File: config.mk
export PLATFORM = sky130hd
export DESIGN_NAME = addr_seq
export DESIGN_NICKNAME = d
export VERILOG_FILES = /design/src/rtl/addr_seq.sv
export SDC_FILE = /design/constraint.sdc
export NUM_CORES = 1
export LEC_CHECK = 0
export ABC_AREA = 1
export CAP_MARGIN = 10
export CELL_PAD_IN_SITES_DETAIL_PLACEMENT = 0
export CELL_PAD_IN_SITES_GLOBAL_PLACEMENT = 1
export CORE_AREA = 2 2 71 73
export CTS_BUF_LIST = sky130_fd_sc_hd__clkbuf_16
export CTS_CLUSTER_SIZE = 20
export DETAILED_ROUTE_END_ITERATION = 10
export DIE_AREA = 0 0 73 75
export PLACE_DENSITY = 0.79
export SLEW_MARGIN = 10
export SYNTH_ARGS = -nofsm -noshare
export SYNTH_HDL_FRONTEND = slang
export SYNTH_SLANG_ARGS = --single-unit
File: constraint.sdc
create_clock -name clk -period 1.8 [get_ports clk]
set_input_delay 0.27 -clock clk [delete_from_list [all_inputs] [get_ports clk]]
set_output_delay 0.27 -clock clk [all_outputs]
set_load 0.01 [all_outputs]
File: src/rtl/addr_seq.sv
// rtl/addr_seq.sv - address sequencer with inc/dec/load/add and optional return stack
// Optional return stack enabled by defining ADDR_SEQ_STACK_EN.
module addr_seq #(
    parameter int               WIDTH      = 8,
    parameter int               DEPTH      = 4,
    parameter logic [WIDTH-1:0] RESET_ADDR = '0
) (
    input  logic                       clk,
    input  logic                       rst,
    input  logic                       en,
    input  logic [2:0]                 cmd,
    input  logic [WIDTH-1:0]           x,
    output logic [WIDTH-1:0]           z,
    output logic                       zflag,
    output logic                       carry,
    output logic [$clog2(DEPTH+1)-1:0] sp,
    output logic                       err
);

    localparam int SPW = $clog2(DEPTH + 1);

    typedef enum logic [2:0] {
        C_NOP  = 3'd0,
        C_INC  = 3'd1,
        C_DEC  = 3'd2,
        C_LOAD = 3'd3,
        C_ADD  = 3'd4,
        C_CALL = 3'd5,
        C_RET  = 3'd6,
        C_CLR  = 3'd7
    } cmd_t;

    cmd_t             op;
    logic [WIDTH-1:0] z_nxt;
    logic             c_nxt;

    assign op = cmd_t'(cmd);

`ifdef ADDR_SEQ_STACK_EN
    // Index width rounded up to a power-of-two array; the spare entries are never written.
    localparam int IW = (DEPTH > 1) ? $clog2(DEPTH) : 1;

    logic [WIDTH-1:0] stack [0:(1<<IW)-1];
    logic [SPW-1:0]   sp_q;
    logic [SPW-1:0]   sp_nxt;
    logic             err_q;
    logic             err_nxt;
    logic             push;

    assign sp  = sp_q;
    assign err = err_q;
`else
    assign sp  = '0;
    assign err = 1'b0;
`endif

    always_comb begin
        z_nxt = z;
        c_nxt = 1'b0;
`ifdef ADDR_SEQ_STACK_EN
        sp_nxt  = sp_q;
        err_nxt = err_q;
        push    = 1'b0;
`endif
        case (op)
            C_INC:  {c_nxt, z_nxt} = {1'b0, z} + (WIDTH+1)'(1);
            C_DEC: begin
                z_nxt = z - WIDTH'(1);
                c_nxt = (z == '0);
            end
            C_LOAD: z_nxt = x;
            C_ADD:  {c_nxt, z_nxt} = {1'b0, z} + {1'b0, x};
`ifdef ADDR_SEQ_STACK_EN
            C_CALL: begin
                if (sp_q < SPW'(DEPTH)) begin
                    push   = 1'b1;
                    sp_nxt = sp_q + SPW'(1);
                    z_nxt  = x;
                end else begin
                    err_nxt = 1'b1;
                end
            end
            C_RET: begin
                if (sp_q != '0) begin
                    sp_nxt = sp_q - SPW'(1);
                    z_nxt  = stack[IW'(sp_q - SPW'(1))];
                end else begin
                    err_nxt = 1'b1;
                end
            end
            C_CLR: begin
                z_nxt   = RESET_ADDR;
                sp_nxt  = '0;
                err_nxt = 1'b0;
            end
`else
            C_CALL: z_nxt = x;
            C_RET:  z_nxt = z;
            C_CLR:  z_nxt = RESET_ADDR;
`endif
            default: z_nxt = z;
        endcase
    end

    // zflag is derived from the next address so it always tracks z in the same cycle.
    always_ff @(posedge clk) begin
        if (rst) begin
            z     <= RESET_ADDR;
            zflag <= (RESET_ADDR == '0);
            carry <= 1'b0;
`ifdef ADDR_SEQ_STACK_EN
            sp_q  <= '0;
            err_q <= 1'b0;
`endif
        end else if (en) begin
            z     <= z_nxt;
            zflag <= (z_nxt == '0);
            carry <= c_nxt;
`ifdef ADDR_SEQ_STACK_EN
            sp_q  <= sp_nxt;
            err_q <= err_nxt;
`endif
        end
    end

`ifdef ADDR_SEQ_STACK_EN
    always_ff @(posedge clk) begin
        if (!rst && en && push) begin
            stack[IW'(sp_q)] <= z + WIDTH'(1);
        end
    end
`endif

endmodule

* Word-level counts from Yosys, hierarchy flattened
Index checks and enable logic that the tools add are counted.
** Word-level totals
- Flip-flop bits (word level) :: 10
- Bits in latches :: 0
- RAM bits :: 0
- ROM bits :: 0
- Input port bits :: 14
- Output and inout port bits :: 14
- Word-level logic and storage cells :: 17
- Memories :: 0
** Cells by class
- Add/subtract/negate cells :: 3
- $mul :: 0
- Div/mod/pow operators :: 0
- Order comparisons :: 0
- Equal/unequal tests :: 6
- Shift-type cells :: 0
- Mux-type cells :: 2
- Bitwise operators :: 0
- Reduce and logical (&&, ||, !) cells :: 3
** Operators with widths (number)
- one-hot mux 8 bit (5 select lines) :: 1
- logical NOT 8 bit :: 2
- adder 8 x 1 -> 9 bit, second input constant :: 1
- adder 8 x 8 -> 9 bit :: 1
- equality test 3 bit, second input constant :: 3
- subtractor 8 x 1 -> 8 bit, second input constant :: 1
- equality test 3 x 2 -> 1 bit, second input constant :: 2
- equality test 3 x 1 -> 1 bit, second input constant :: 1
- one-hot mux 1 bit (3 select lines) :: 1
- OR reduction 2 bit :: 1

* Logic depth before layout (Yosys ltp)
- Word-level depth :: 4
- Mapped depth :: 14
- Mapped depth without buffers :: 14

* Worst setup path before layout
OpenSTA, ideal clock, no wires.
- Kind :: register -> register
- Start point :: register z[0]
- End point :: register z[6]
- Setup time :: 0.115 ns
- Arrival :: 1.759 ns
- Required time :: 1.685 ns
- Setup slack :: -0.075 ns
- Cell stages (with the launch flop) :: 14
- Buffers on the path :: 0
- Period minus slack after synthesis :: 1.875 ns
- Path through :: dfxtp_1 ha_1 inv_1 fa_1 inv_1 nand2_1 nand2_1 nand3b_1 nand2_1 nand2_1 nand3_1 nand3_1 o21ai_0 inv_1
** On the way
- Cells in the longest elaborated chain, start to end :: 2
- Elaborated cells on any way between the ends :: 4
- Classes of those cells :: add/sub (3); mux (1)
** Ends and longest elaborated chain
- from (decl) :: RTL line 13 : output logic [WIDTH-1:0] z,
- from (signal assigned) :: RTL line 116 : z <= z_nxt;
- adder 8 x 8 -> 9 bit (tied with other cells) :: RTL line 72 : C_ADD: {c_nxt, z_nxt} = {1'b0, z} + {1'b0, x};
- one-hot mux 8 bit (5 select lines) * :: RTL line 65 : case (op)
Every way passes the cells marked *; elsewhere a longest branch is shown, timed or not.
A chain may end at the register's enable or synchronous reset.

* Worst setup path after layout
- Start point :: register z[0]
- End point :: register carry
** On the way
- Cells in the longest elaborated chain, start to end :: 2
- Elaborated cells on any way between the ends :: 4
- Classes of those cells :: add/sub (2); mux (1); reduce/logical (1)
** Ends and longest elaborated chain
- adder 8 x 8 -> 9 bit (tied with other cells) :: RTL line 72
- one-hot mux 1 bit (3 select lines) * :: RTL line 65
- to (signal assigned) :: RTL line 118 : carry <= c_nxt;
- to (decl) :: RTL line 15 : output logic carry,
Marks and branches as above.

==> tab_implementation.tex <==
\begin{tabular}{lr}
\hline
Metric & Value \\
\hline
\multicolumn{2}{l}{\textbf{Outcome}} \\
Result of the run & complete, but fails checks \\
Violated checks & setup timing \\
\multicolumn{2}{l}{\textbf{STA}} \\
Final setup TNS & -0.00654 ns \\
Min Tclk post-route & 1.81 ns \\
Post-route fraction of the period consumed by the critical path & 1.00 \\
Final Hold Slack & 0.506 ns \\
Final setup skew & 0.00403 ns \\
Maximum clock frequency & 554 MHz \\
Count of final setup violators & 1 \\
Final slew viol count & 0 \\
Unrepaired setup endpoints after global routing & yes \\
Fin. Hold Viols & 0 \\
Final Worst Setup Slack & -0.00654 ns \\
\multicolumn{2}{l}{\textbf{Setup path}} \\
CP Max Fanout & 3 \\
Type of the worst setup path & register to register \\
Reg-to-Reg End & carry \\
Crit path DAT & 2.00 ns \\
CP Capture Type & register \\
Minimum setup slack among reg-to-reg paths & -0.007 ns \\
Logic depth of the worst register-to-register path & 14 \\
Worst reg2reg startpoint & z[0] \\
Crit path launch type & register \\
Required time of the critical path & 1.99 ns \\
\multicolumn{2}{l}{\textbf{Finish}} \\
Antenna Cells & 0 \\
Most frequent standard cell in the layout excluding fill and tap cells & sky130\_fd\_sc\_hd\_\_nand2\_1 \\
Number of fill cells & 501 \\
Multi-input logic area & 1140 sq um \\
Post-synthesis to final-layout area growth & 50.4\% \\
Non-Filler Cell Area, Final & 2150 sq um \\
Area of all sequential standard cells & 203 sq um \\
Layout cells sized above 1 & 0.300 \\
Commonest cells after routing, fill and taps aside & sky130\_fd\_sc\_hd\_\_nand2\_1 (61), sky130\_fd\_sc\_hd\_\_buf\_4 (38), sky130\_fd\_sc\_hd\_\_nor2\_1 (31) \\
Core Util, Final & 0.461 \\
Final nets & 343 \\
\multicolumn{2}{l}{\textbf{Floorplan}} \\
Initial core utilization & 0.306 \\
Boundary Pins & 28 \\
Vertical die dimension & 75 microns \\
Floorplan Core Area & 4660 sq um \\
Number of placement rows & 25 \\
Die area & 5480 sq um \\
DIE WIDTH & 73 microns \\
\multicolumn{2}{l}{\textbf{Hold path}} \\
Class of the worst hold path & register to register \\
WHS Path Cells & 2 \\
Min-delay src & zflag \\
Hold Crit Endpoint & zflag \\
\multicolumn{2}{l}{\textbf{Placed design}} \\
Instance area after placement & 1950 sq um \\
Final weighted congestion in routability-driven placement & 0.887 \\
Count of buffers from port buffering & 23 \\
HPWL after DPL & 3.66 mm \\
\multicolumn{2}{l}{\textbf{Routing}} \\
Per-cell via count in the routed design & 4.70 \\
Via count & 1745 \\
Wirelength per Cell & 12.4 microns \\
Violation count after the first detailed-route iteration & 123 \\
Post-detailed-routing wire length & 4.59 mm \\
Top layer used by detailed routing & met4 \\
DRT Pass-1 Iters & 4 \\
Count of antenna-violating nets left after detailed routing & 0 \\
DRC viols & 0 \\
Metal3 WL & 194 microns \\
Total length of routed met2 wires & 2.22 mm \\
Wire length on met1 & 2.12 mm \\
\multicolumn{2}{l}{\textbf{Synthesis}} \\
Leading cell types by total area after synthesis & sky130\_fd\_sc\_hd\_\_nand2\_1 (18\%), sky130\_fd\_sc\_hd\_\_dfxtp\_1 (14\%), sky130\_fd\_sc\_hd\_\_nand3\_1 (9.5\%) \\
Post-Syn Instances & 256 \\
Post-Synthesis Mean Instance Area & 5.58 sq um \\
Post-Synthesis Cell Area & 1430 sq um \\
Unique cell type count in the Yosys netlist & 28 \\
Total of warnings raised by yosys & 0 \\
Post-synthesis sequential area ratio & 0.140 \\
Post-synth top area cell & sky130\_fd\_sc\_hd\_\_nand2\_1 \\
Number of synthesized register bits & 10 \\
Share of the synthesized area in the top cell type & 0.176 \\
\multicolumn{2}{l}{\textbf{Power and ir drop}} \\
Leakage & 0.00109 uW \\
IR drop worst, VDD & 0.283 mV \\
Power per cell area & 572 nW/um\^{}2 \\
\multicolumn{2}{l}{\textbf{Clock tree}} \\
Number of CTS-inserted buffers & 3 \\
Clock insertion delay at the later pin of the skew report & 0.24 ns \\
TritonCTS clock tree & built \\
Number of buffers on the longest clock path & 2 \\
Root Driver & sky130\_fd\_sc\_hd\_\_clkbuf\_16 \\
CTS clk-pin slew, worst paths & 0.04 ns \\
H-tree Lvls & 1 \\
Sinks on the clock net & 10 \\
\multicolumn{2}{l}{\textbf{GRT}} \\
Pin count of the biggest net entering global routing & 13 \\
Number of global-route vias before repair & 1552 \\
Wire length of the first global-routing pass & 7.24 mm \\
Number of antenna violations at the first check in global routing & 0 \\
All-Layer GR Usage & 0.173 \\
Global-route congestion overflow total & 0 \\
\multicolumn{2}{l}{\textbf{Run}} \\
Number of max-capacitance violations reported & 0 \\
\hline
\end{tabular}
stage by stage:
stage          std cells  total power, uW  setup slack (ns)
6_report             371             1230          -0.00654
5_1_grt              371             1320            -0.175
4_1_cts              370             1200           -0.0214
3_5_place_dp         364              782            -0.547
3_3_place_gp         364              782            -0.540
2_1_floorplan        259              564            0.0116
per-layer routing:
layer	vias up	global-route usage
li1	934	-
met1	766	0.232
met2	39	0.296
met3	6	0.0281
met4	0	0.0309
met5	-	0
worst max-delay path by stage:
stage / cells after the start / slack, ns / startpoint / to
finish: 14 / -0.007 / z[0] / carry
global route: 14 / -0.17 / z[0] / carry
CTS: 14 / -0.02 / z[0] / carry
detailed placement: 15 / -0.55 / x[0] / zflag
global placement: 15 / -0.54 / x[0] / zflag
floorplan: 13 / 0.01 / z[0] / z[6]
report_power, final:
group / leakage [uW] / internal [uW] / switching [uW]
Clock: 0.0000385 / 292 / 109
Combinational: 0.000966 / 260 / 307
Sequential: 0.0000836 / 242 / 19.0
final cells by class:
class                      instances  area share
multi-input combinational        203       0.531
timing repair buffer              61       0.238
sequential                        10      0.0944
inverter                          39      0.0682
clock buffer                       3      0.0350
tap                               54      0.0315
clock inverter                     1     0.00175
timing repair:
item	CTS	global route
resized for setup	13	21
endpoints found under the setup margin	6	9
hold buffers	0	0
pin swaps	6	5
buffers inserted	2	1
worst max-delay path: stages, from the launching register on:
cell and delay [ns]:
sky130_fd_sc_hd__dfxtp_2 0.35, sky130_fd_sc_hd__ha_4 0.14, sky130_fd_sc_hd__inv_2 0.03, sky130_fd_sc_hd__fa_2 0.34, sky130_fd_sc_hd__inv_2 0.06, sky130_fd_sc_hd__nand2_2 0.05, sky130_fd_sc_hd__nand2_2 0.07, sky130_fd_sc_hd__nand3b_1 0.10
sky130_fd_sc_hd__nand2_1 0.09, sky130_fd_sc_hd__nand2_2 0.07, sky130_fd_sc_hd__a21oi_2 0.13, sky130_fd_sc_hd__nor2_1 0.05, sky130_fd_sc_hd__nor2_1 0.12, sky130_fd_sc_hd__o21ai_1 0.09, sky130_fd_sc_hd__inv_1 0.05
sequential cells by signal (all words and copies together), names as in the netlist:
signal,count
carry,1
zflag,1
z,8
logic make-up after synthesis:
kind of cell    after synthesis  share of synthesized area
compound gates               34                      0.126
fa+ha+maj                    11                      0.102
buf+inv                      46                      0.138
flops                        10                      0.140
other cells                   1                    0.00263
simple gates                154                      0.492
Yosys cell counts (all sizes together):
library cell,count
a211oi,1
a21oi,16
buf,5
clkbuf,2
conb,1
dfxtp,10
fa,1
ha,10
inv,39
nand2,75
nand3,32
nand3b,2
nand4,3
nor2,37
nor3,3
o211ai,1
o21a,1
o21ai,14
o21bai,1
or2,2
Note: power is estimated with default switching activity, not from simulation.
